**config.mk**
```make
export PLATFORM = sky130hd
export DESIGN_NAME = bram_arbiter
export DESIGN_NICKNAME = d
export VERILOG_FILES = /design/src/rtl/bram_arbiter.sv
export SDC_FILE = /design/constraint.sdc
export NUM_CORES = 1
export LEC_CHECK = 0
export CAP_MARGIN = 15
export CORE_UTILIZATION = 33
export DETAILED_ROUTE_END_ITERATION = 10
export PLACE_DENSITY = 0.87
export SKIP_CTS_REPAIR_TIMING = 1
export SYNTH_ARGS = -nofsm -noshare
export SYNTH_HDL_FRONTEND = slang
export SYNTH_SLANG_ARGS = --single-unit
```
**constraint.sdc**
```tcl
create_clock -name clk -period 3.15 [get_ports clk]
set_clock_uncertainty 0.05 [all_clocks]
set_input_delay 0.315 -clock clk [delete_from_list [all_inputs] [get_ports clk]]
set_output_delay 0.315 -clock clk [all_outputs]
set_load 0.02 [all_outputs]
```
**src/rtl/bram_arbiter.sv**
```systemverilog
// Three-port round-robin arbiter for a single-port BRAM (loader, fetch, write-back).
// Grants follow the registered owner; read returns are tagged and delivered RD_LAT cycles later.
module bram_arbiter #(
  parameter int ADDR_W    = 19,
  parameter int DATA_W    = 8,
  parameter int MAX_BURST = 16,
  parameter int RD_LAT    = 1
) (
  input  logic              clk,
  input  logic              rst,

  input  logic              ld_req_i,
  input  logic              ld_we_i,
  input  logic [ADDR_W-1:0] ld_addr_i,
  input  logic [DATA_W-1:0] ld_wdata_i,
  output logic              ld_gnt_o,
  output logic              ld_rvalid_o,

  input  logic              ft_req_i,
  input  logic              ft_we_i,
  input  logic [ADDR_W-1:0] ft_addr_i,
  input  logic [DATA_W-1:0] ft_wdata_i,
  output logic              ft_gnt_o,
  output logic              ft_rvalid_o,

  input  logic              wb_req_i,
  input  logic              wb_we_i,
  input  logic [ADDR_W-1:0] wb_addr_i,
  input  logic [DATA_W-1:0] wb_wdata_i,
  output logic              wb_gnt_o,
  output logic              wb_rvalid_o,

  output logic [DATA_W-1:0] rdata_o,

  output logic              ena_o,
  output logic              wea_o,
  output logic [ADDR_W-1:0] addr_o,
  output logic [DATA_W-1:0] dina_o,
  input  logic [DATA_W-1:0] douta_i,

  output logic [1:0]        owner_o
);

  typedef enum logic [1:0] {
    IDLE   = 2'd0,
    OWN_LD = 2'd1,
    OWN_FT = 2'd2,
    OWN_WB = 2'd3
  } state_t;

  localparam logic [7:0] LAST_BEAT = 8'(MAX_BURST - 1);

  state_t      state, state_nxt;
  state_t      last_owner, last_owner_nxt;
  state_t      pick;
  logic [7:0]  beat_cnt, beat_cnt_nxt;

  logic              own_req;
  logic              own_we;
  logic [ADDR_W-1:0] own_addr;
  logic [DATA_W-1:0] own_wdata;
  logic              beat;
  logic              release_own;

  logic [RD_LAT-1:0]      rv_pipe;
  logic [RD_LAT-1:0][1:0] rid_pipe;

  always_comb begin
    own_req   = 1'b0;
    own_we    = 1'b0;
    own_addr  = '0;
    own_wdata = '0;
    case (state)
      OWN_LD: begin
        own_req   = ld_req_i;
        own_we    = ld_we_i;
        own_addr  = ld_addr_i;
        own_wdata = ld_wdata_i;
      end
      OWN_FT: begin
        own_req   = ft_req_i;
        own_we    = ft_we_i;
        own_addr  = ft_addr_i;
        own_wdata = ft_wdata_i;
      end
      OWN_WB: begin
        own_req   = wb_req_i;
        own_we    = wb_we_i;
        own_addr  = wb_addr_i;
        own_wdata = wb_wdata_i;
      end
      default: ;
    endcase
  end

  assign ld_gnt_o = (state == OWN_LD) && ld_req_i;
  assign ft_gnt_o = (state == OWN_FT) && ft_req_i;
  assign wb_gnt_o = (state == OWN_WB) && wb_req_i;
  assign beat     = ld_gnt_o | ft_gnt_o | wb_gnt_o;

  assign ena_o   = beat;
  assign wea_o   = beat & own_we;
  assign addr_o  = beat ? own_addr  : '0;
  assign dina_o  = beat ? own_wdata : '0;
  assign rdata_o = douta_i;
  assign owner_o = state;

  // Search starts after the last owner, so a port that just exhausted its burst comes last.
  always_comb begin
    pick = IDLE;
    case (last_owner)
      OWN_LD: begin
        if      (ft_req_i) pick = OWN_FT;
        else if (wb_req_i) pick = OWN_WB;
        else if (ld_req_i) pick = OWN_LD;
      end
      OWN_FT: begin
        if      (wb_req_i) pick = OWN_WB;
        else if (ld_req_i) pick = OWN_LD;
        else if (ft_req_i) pick = OWN_FT;
      end
      default: begin
        if      (ld_req_i) pick = OWN_LD;
        else if (ft_req_i) pick = OWN_FT;
        else if (wb_req_i) pick = OWN_WB;
      end
    endcase
  end

  assign release_own = (state == IDLE) || !own_req || (beat && (beat_cnt == LAST_BEAT));

  always_comb begin
    state_nxt      = state;
    last_owner_nxt = last_owner;
    beat_cnt_nxt   = beat_cnt;
    if (beat) beat_cnt_nxt = beat_cnt + 8'd1;
    if (release_own) begin
      state_nxt = pick;
      if (pick != IDLE) begin
        last_owner_nxt = pick;
        beat_cnt_nxt   = 8'd0;
      end
    end
  end

  always_ff @(posedge clk) begin
    if (rst) begin
      state      <= IDLE;
      last_owner <= OWN_WB;
      beat_cnt   <= 8'd0;
    end else begin
      state      <= state_nxt;
      last_owner <= last_owner_nxt;
      beat_cnt   <= beat_cnt_nxt;
    end
  end

  // Returns carry the issuing port id, so they survive ownership changes.
  always_ff @(posedge clk) begin
    if (rst) begin
      rv_pipe  <= '0;
      rid_pipe <= '0;
    end else begin
      rv_pipe[0]  <= beat && !own_we;
      rid_pipe[0] <= state;
      for (int i = 1; i < RD_LAT; i++) begin
        rv_pipe[i]  <= rv_pipe[i-1];
        rid_pipe[i] <= rid_pipe[i-1];
      end
    end
  end

  assign ld_rvalid_o = rv_pipe[RD_LAT-1] && (rid_pipe[RD_LAT-1] == 2'd1);
  assign ft_rvalid_o = rv_pipe[RD_LAT-1] && (rid_pipe[RD_LAT-1] == 2'd2);
  assign wb_rvalid_o = rv_pipe[RD_LAT-1] && (rid_pipe[RD_LAT-1] == 2'd3);

endmodule

```
# Word-level counts from Yosys, hierarchy flattened
# Cells that the tools add are included.
# W data, S select, Z words.
dict set report word_totals {
  ff_bits 15
}
dict set report classes {
  n_addsub 1
  n_eq_ne 9
  mux 19
  n_bitwise 3
  n_reduce_logical 15
}
# op n
set op_table {}
lappend op_table {{$pmux W19 S3} 1}
lappend op_table {{$mux W8} 4}
lappend op_table {{$pmux W8 S3} 1}
lappend op_table {{$mux W19} 1}
lappend op_table {{$mux W2} 8}
lappend op_table {{$eq A2 B2 Y1 const B} 5}
lappend op_table {{$add A8 B1 Y8 const B} 1}
lappend op_table {{$eq A8 B4 Y1 const B} 1}
lappend op_table {{$logic_and A1 B1 Y1} 8}
lappend op_table {{$eq A2 B1 Y1 const B} 3}
lappend op_table {{$pmux W1 S3} 2}
lappend op_table {{$pmux W2 S2} 1}
lappend op_table {{$logic_not A1 Y1} 2}
lappend op_table {{$logic_not A2 Y1} 1}
lappend op_table {{$logic_or A1 B1 Y1} 2}
lappend op_table {{$or A1 B1 Y1} 2}
lappend op_table {{$reduce_and A2 Y1} 1}
lappend op_table {{$reduce_bool A2 Y1} 1}
lappend op_table {{$and A1 B1 Y1} 1}
lappend op_table {{$mux W1} 1}

# Logic depth before layout (Yosys ltp)
# Gate-level depths: netlist of run 1.
dict set report logic_depth {
  ltp_word 7
  mapped_depth 8
  depth_no_buf 7
}

# Least setup slack after synthesis of run 1
# No wires, ideal clock.
dict set report synth_path {
  kind {flip-flop to output port}
  start {register state[1], in the netlist owner_o[1]}
  end {output addr_o[10]}
  arrival_ps 1692
  required_ps 2785
  setup_slack_ps 1093
  stages_incl_launch_ff 7
  path_buffers 3
  cell_sequence {dfxtp_1 > buf_6 > nor2b_1 > clkbuf_1 > clkbuf_1 > a22oi_1 > nor2_1}
}
dict set report synth_via {
  elab_chain_cells 5
}
# element line_no
set synth_lines {}
lappend synth_lines {{from (decl)} 53} ;# state_t state, state_nxt;
lappend synth_lines {{from (signal assigned)} 152} ;# state <= state_nxt;
lappend synth_lines {{$eq A2 B1 Y1 / $eq A2 B2 Y1 (equally long branches)} {73, 96, 97}}
lappend synth_lines {{$logic_and A1 B1 Y1, on equally long branches} {96, 97}}
lappend synth_lines {{$or A1 B1 Y1 (2 in series)} 99} ;# assign beat = ld_gnt_o | ft_gnt_o | wb_gnt_o;
lappend synth_lines {{$mux W19 (*)} 103} ;# assign addr_o = beat ? own_addr : '0;
lappend synth_lines {{to (decl)} 37} ;# output logic [ADDR_W-1:0] addr_o,
# Every way passes the cells marked *; elsewhere a longest branch is shown, timed or not.

# Final worst setup path of run 1
dict set report layout_path {
  start {input ld_req_i}
  end {output addr_o[3]}
}
dict set report layout_via {
  elab_chain_cells 4
}
# element line_no
set layout_lines {}
lappend layout_lines {{from (decl)} 12} ;# input logic ld_req_i,
lappend layout_lines {{$logic_and A1 B1 Y1} 96} ;# assign ld_gnt_o = (state == OWN_LD) && ld_req_i;
lappend layout_lines {{$or A1 B1 Y1 (2 in series)} 99}
lappend layout_lines {{$mux W19} 103}
# No other way between the ends.

==> qor.yml, run 1 <==
worst_setup_path:
  crit_required_ns: 2.78
  max_stage_delay_ns: 0.62
  critical_path.startpoint: "ld_req_i"
  worst_setup_path_end_kind: "output port"
  critPathKind: "in -> out"
  cp_cell_sequence: "clkdlybuf4s50_1 -> mux2i_1 -> a21o_1 -> buf_4 -> nor2_1 -> clkdlybuf4s50_1"
  worstSetupStartpointType: "primary input"
  worst_path_max_delay_cell: "clkdlybuf4s50_1"
  r2r-start: "owner_o[1]$_SDFFE_PP0P_"
  path_common_cell: "clkdlybuf4s50_1"
  cp.arrival_ns: 2.32
  critical_path.max_fanout: 17
floorplanning:
  placementRows: 24
  die-area_um2: 4850
  die_h_um: 69.7
  die_x_um: 69.7
  start_util_pct: 34.4
  coreArea_um2: 4380
  io-pin-count: 142
synth:
  avgSynthCellArea_um2: 7.87
  synth_top_area_share_pct: 20.1
  ys_types: 32
  synth_common_cells: "40 x nor2_1, 27 x a22oi_1, 27 x mux2_2, 15 x dfxtp_1, 11 x clkbuf_1"
  synth_edf_count: 0
  ys_seq_area_share_pct: 19.9
  synth_nets: 292
  syn_inst: 192
  yosys_warnings: 0
  ys_ff_latch: 15
  async_reset_ff_share_pct: 0
  synthesis.area_um2: 1510
  synth.most_common_cell: "nor2_1"
  synth_top_area_cell: "mux2_2"
  synth_ff_type: "dfxtp_1"
  ys_top_cells_by_area: "mux2_2 20%, dfxtp_1 20%, a22oi_1 13%"
global_routing:
  grt_pass1_vias: 1819
  grt_max_degree: 34
  overflow: 0
  antenna_found_initial: 0
  track_usage_pct: 19.9
  grt_pass1_wl_um: 7950
pwr:
  power_leakage_nw: 0.989
  ir_worst_vdd_mv: 0.236
  p_comb_share_pct: 73.7
  power_frac_seq_pct: 16.7
  p_switching_w: 0.000738
  clockPowerShare_pct: 9.6
  p_sw_share_pct: 44.7
  power.density_nw_per_um2: 593
  p_int_w: 0.000914
placed_design:
  postPlaceCellArea_um2: 2740
  pre_cts_ws_ns: 0.492
  port_buffers: 125
  dp_cells: 352
  place_congestion: 0.753
  dp_hpwl_um: 3870
cells_and_area:
  finalInstanceArea_um2: 2790
  nets: 405
  drive_gt1_share_pct: 13.2
  fill_cells: 386
  diodes: 0
  synthToLayoutAreaGrowth_pct: 84.4
  fin_cells: 356
sta:
  worstMarginPinSlew_ns: 0.369
  min_period_over_period_pct: 85.2
  rsz0062_at_grt: "false"
  hold_violations: 0
  fin_crit_ns: 2.68
  maxSlewHeadroom_pct: 75.2
  tns_ns: 0
  timing.final.ws_setup_ns: 0.467
  final-setup-viol-count: 0
  slew_violations: 0
  fmax_ghz: 0.373
  holdWs_ns: 0.477
detailed_routing:
  firstDrtPassIters: 4
  avgRoutedWirePerCell_um: 13.6
  routed_via_density: 5.01
  vias: 1782
  ant_nets: 0
  wl_um: 4850
  drcViolationCount: 0
  first_iter_violations: 55
clock_tree:
  cts-htree-levels: 1
  cts-root-buf: "clkbuf_8"
  cts.sinks: 15
  clk_latency_ns: 0.25
  tritoncts: "yes"
  clock_path_buffers: 2
  numCtsBuffers: 3
  clk_pin_slew_ns: 0.06
run:
  drv_cap: 0
outcome:
  status: "finished, final reports clean"
worst_hold_path:
  worstHoldStart: "beat_cnt[1]$_SDFF_PP0_"
  hold_path_class: "reg -> reg"
==> state kept, by name (all words and copies together) (netlist names) <==
register	cells
rv_pipe	1
last_owner	2
rid_pipe	2
beat_cnt	8
owner_o	2
==> critical path: cells and delay by family <==
kind                   cells  cell delay [ns]
AOI/OAI and AO/OA          1             0.28
muxes                      1             0.10
buffers and inverters      3             1.45
and+or+nand+nor            1             0.16
==> cells in the final DEF, fill, tap and decap left out, types with 2 or more instances in the layout <==
cell type,synthesis,layout
a21o_1,2,2
a21oi_1,8,8
a221o_1,2,2
a22oi_1,27,27
and3_1,2,2
and3b_1,2,2
buf_4,8,6
clkbuf_8,0,3
clkdlybuf4s50_1,0,125
dfxtp_1,15,15
ha_1,3,3
inv_1,2,2
mux2_2,27,27
mux2i_1,4,4
nand2_1,9,9
nand4_1,2,2
nor2_1,40,40
nor2b_1,3,2
nor3_1,4,4
xnor2_1,6,6
==> power by group through the flow <==
stage	Clock (W)	Combinational (W)	Sequential, W
6_report	0.000159	0.00122	0.000275
5_1_grt	0.000167	0.00133	0.000283
4_1_cts	0.000158	0.00123	0.000276
3_5_place_dp	0	0.00122	0.000281
3_3_place_gp	0	0.00120	0.000277
2_1_floorplan	0	0.000824	0.000271
==> cells by family after synthesis <==
group | Yosys count | synth area share [%]
AOI/OAI and AO/OA | 41 | 20.0
adders and majority gates | 3 | 2.49
and+or+nand+nor | 69 | 21.0
DFF | 15 | 19.9
xor gates and xnor gates | 7 | 4.06
buffers and inverters | 26 | 9.78
muxes | 31 | 22.8
==> final cells by class <==
class                           count  area [um^2]  share of cell area, %
Timing Repair Buffer              131         1300                   46.5
Clock buffer                        4         45.0                   1.62
Tap cell                           52         65.1                   2.34
Sequential cell                    15          300                   10.8
Inverter                            3         13.8                  0.494
Multi-Input combinational cell    151         1060                   38.2
==> path summary, 6_finish.rpt <==
check	cells after the start	slack (ns)	to
worst max-delay path	6	0.47	addr_o[3]
worst min-delay path	2	0.48	beat_cnt[1]$_SDFF_PP0_
worst max register to register	7	0.98	last_owner[0]$_SDFFE_PP1P_
worst min register to register	2	0.48	beat_cnt[1]$_SDFF_PP0_
==> stage by stage <==
step	power, W	util (%)
final	0.00165	63.5
after global routing	0.00178	63.5
after CTS	0.00166	63.5
after detailed placement	0.00150	62.5
after global placement	0.00148	62.5
after floorplan	0.00109	-
==> per-layer routing <==
| layer | routed length [um] | part of all wire, % | track usage [%] |
|---|---|---|---|
| met1 | 1890 | 39 | 21.2 |
| met2 | 2660 | 55 | 39.8 |
| met3 | 246 | 5.1 | 3.49 |
| met4 | 61 | 1.3 | 4.89 |
| met5 | 0 | 0 | 0 |
Note: power is estimated with default switching activity, not from simulation.
==> run 2: changes to the inputs <==
- PLACE_DENSITY: 0.87 -> not set
- PLACE_DENSITY_LB_ADDON: not set -> 0.25
==> run 2 against run 1 <==
Core utilization grew 0.29 points. First-iteration DRC count grew 53%. Critical path depth unchanged. Die area stayed put. Fmax grew 2.3%. Clock power is 6% lower. Largest cell class unchanged.
==> qor.yml, run 2 (same netlist as run 1, synthesis figures left out) <==
worst_setup_path:
  ff2ff_setup_slack_ns: 1.09
  critical_path.startpoint: "owner_o[1]$_SDFFE_PP0P_"
  timing.critical_path.buf_inv: 3
  cp.arrival_ns: 2.26
  cp.depth: 6
  worstSetupStartpointType: "register"
  worst_setup_path_end_kind: "output port"
  worst_path_max_delay_cell: "clkdlybuf4s50_1"
  critical_path.max_fanout: 36
  timing.rr.end: "last_owner[0]$_SDFFE_PP1P_"
  cp_cell_sequence: "buf_12 -> nor2b_2 -> buf_4 -> a22oi_1 -> nor2_1 -> clkdlybuf4s50_1"
  max_stage_delay_ns: 0.62
  r2r-start: "owner_o[1]$_SDFFE_PP0P_"
  reg2reg_depth: 8
  critPathTopFamily: "buffers and inverters"
  crit_end: "addr_o[8]"
  critPathKind: "reg -> out"
  crit_required_ns: 2.78
placed_design:
  dp_cells: 352
  dp_hpwl_um: 4420
  place_congestion: 0.777
  postPlaceCellArea_um2: 2750
  port_buffers: 125
cells_and_area:
  layout_commonest_cell: "clkdlybuf4s50_1"
  finalInstanceArea_um2: 2800
  layout_common_cells: "125 x clkdlybuf4s50_1, 40 x nor2_1, 27 x mux2_2, 27 x a22oi_1, 15 x dfxtp_1"
  synthToLayoutAreaGrowth_pct: 85.3
  regMostFlops: "beat_cnt"
  drive_gt1_share_pct: 13.2
  fin_cells: 356
  diodes: 0
  largest_register_ffs: 8
  nets: 405
detailed_routing:
  dr_wl_met2_um: 2930
  firstDrtPassIters: 7
  wl_um: 5540
  drcViolationCount: 0
  top_layer: "met4"
  routed_via_density: 5.03
  avgRoutedWirePerCell_um: 15.6
  first_iter_violations: 84
  wl_met3_um: 272
  met1_length_um: 2240
  vias: 1792
  ant_nets: 0
pwr:
  ir_worst_vdd_mv: 0.452
  p_switching_w: 0.000740
  p_comb_share_pct: 74.0
  clockPowerShare_pct: 9.0
  p_sw_share_pct: 44.4
  p_int_w: 0.000928
  power_leakage_nw: 0.992
  power_frac_seq_pct: 17.0
  power.density_nw_per_um2: 596
floorplanning:
  placementRows: 24
  die-area_um2: 4850
  io-pin-count: 142
  coreArea_um2: 4380
  die_h_um: 69.7
  start_util_pct: 34.4
  die_x_um: 69.7
clock_tree:
  cts-htree-levels: 1
  clock_path_buffers: 2
  cts-root-buf: "clkbuf_8"
  clk_pin_slew_ns: 0.06
  tritoncts: "yes"
  clk_latency_ns: 0.24
  numCtsBuffers: 3
  cts.sinks: 15
global_routing:
  overflow: 0
  track_usage_pct: 23.1
  grt_pass1_vias: 1805
  grt_max_degree: 37
  grt_pass1_wl_um: 9140
  antenna_found_initial: 0
sta:
  rsz0062_at_grt: "false"
  fmax_ghz: 0.381
  hold_violations: 0
  min_period_over_period_pct: 83.2
  slew_violations: 0
  maxSlewHeadroom_pct: 64.4
  tns_ns: 0
  fin_crit_ns: 2.62
  final-setup-viol-count: 0
  worstMarginPinSlew_ns: 0.533
outcome:
  status: "finished, final reports clean"
run:
  drv_cap: 0
worst_hold_path:
  hold_path_class: "reg -> reg"
## run 2: cell counts in the layout (fill, tap and decap cells not counted)
Identical to the previous run, type by type.
## run 2: layout make-up
type	instances	area, um^2
Inverter	3	13.8
Clock buffer	4	45.0
Fill cell	406	1590
Multi-Input combinational cell	151	1060
Timing Repair Buffer	131	1310
Sequential cell	15	300
Tap cell	52	65.1
## run 2: stage by stage
stage | total power (W) | hold WS, ns | util [%] | worst slack (ns)
2_1_floorplan | 0.00109 | 0.334 | - | 1.09
3_3_place_gp | 0.00151 | 0.460 | 62.8 | 0.622
3_5_place_dp | 0.00153 | 0.469 | 62.8 | 0.599
4_1_cts | 0.00169 | 0.480 | 63.8 | 0.504
5_1_grt | 0.00181 | 0.515 | 63.8 | 0.351
6_report | 0.00167 | 0.474 | 63.8 | 0.528
## run 2: worst min-delay path by stage
stage                                  from                       to  depth (start not counted)
floorplan                               rst  owner_o[0]$_SDFFE_PP0P_                          1
detailed placement  owner_o[1]$_SDFFE_PP0P_  owner_o[1]$_SDFFE_PP0P_                          2
global placement     beat_cnt[7]$_SDFF_PP0_   beat_cnt[7]$_SDFF_PP0_                          2
global route        owner_o[1]$_SDFFE_PP0P_  owner_o[1]$_SDFFE_PP0P_                          2
finish              owner_o[1]$_SDFFE_PP0P_  owner_o[1]$_SDFFE_PP0P_                          2
CTS                 owner_o[1]$_SDFFE_PP0P_  owner_o[1]$_SDFFE_PP0P_                          2
## run 2: layer usage
layer | vias to the layer above | GRT usage (%)
met4 | 0 | 5.78
li1 | 905 | -
met1 | 807 | 27.4
met2 | 72 | 42.3
met5 | - | 0
met3 | 8 | 4.51
## run 2: power groups by stage
| stage | logic, W | registers [W] | clock network, W |
|---|---|---|---|
| 3_5_place_dp | 0.00124 | 0.000286 | 0 |
| 3_3_place_gp | 0.00122 | 0.000286 | 0 |
| 5_1_grt | 0.00135 | 0.000292 | 0.000167 |
| 6_report | 0.00123 | 0.000283 | 0.000150 |
| 4_1_cts | 0.00124 | 0.000284 | 0.000158 |
| 2_1_floorplan | 0.000824 | 0.000271 | 0 |
## run 2: worst reg2reg max path, delay by kind of cell (launching register included)
family | cells | cell delay [ns]
AOI/OAI and AO/OA | 3 | 0.68
DFF | 1 | 0.41
muxes | 1 | 0.21
buffers and inverters | 3 | 0.51
and+or+nand+nor | 1 | 0.10
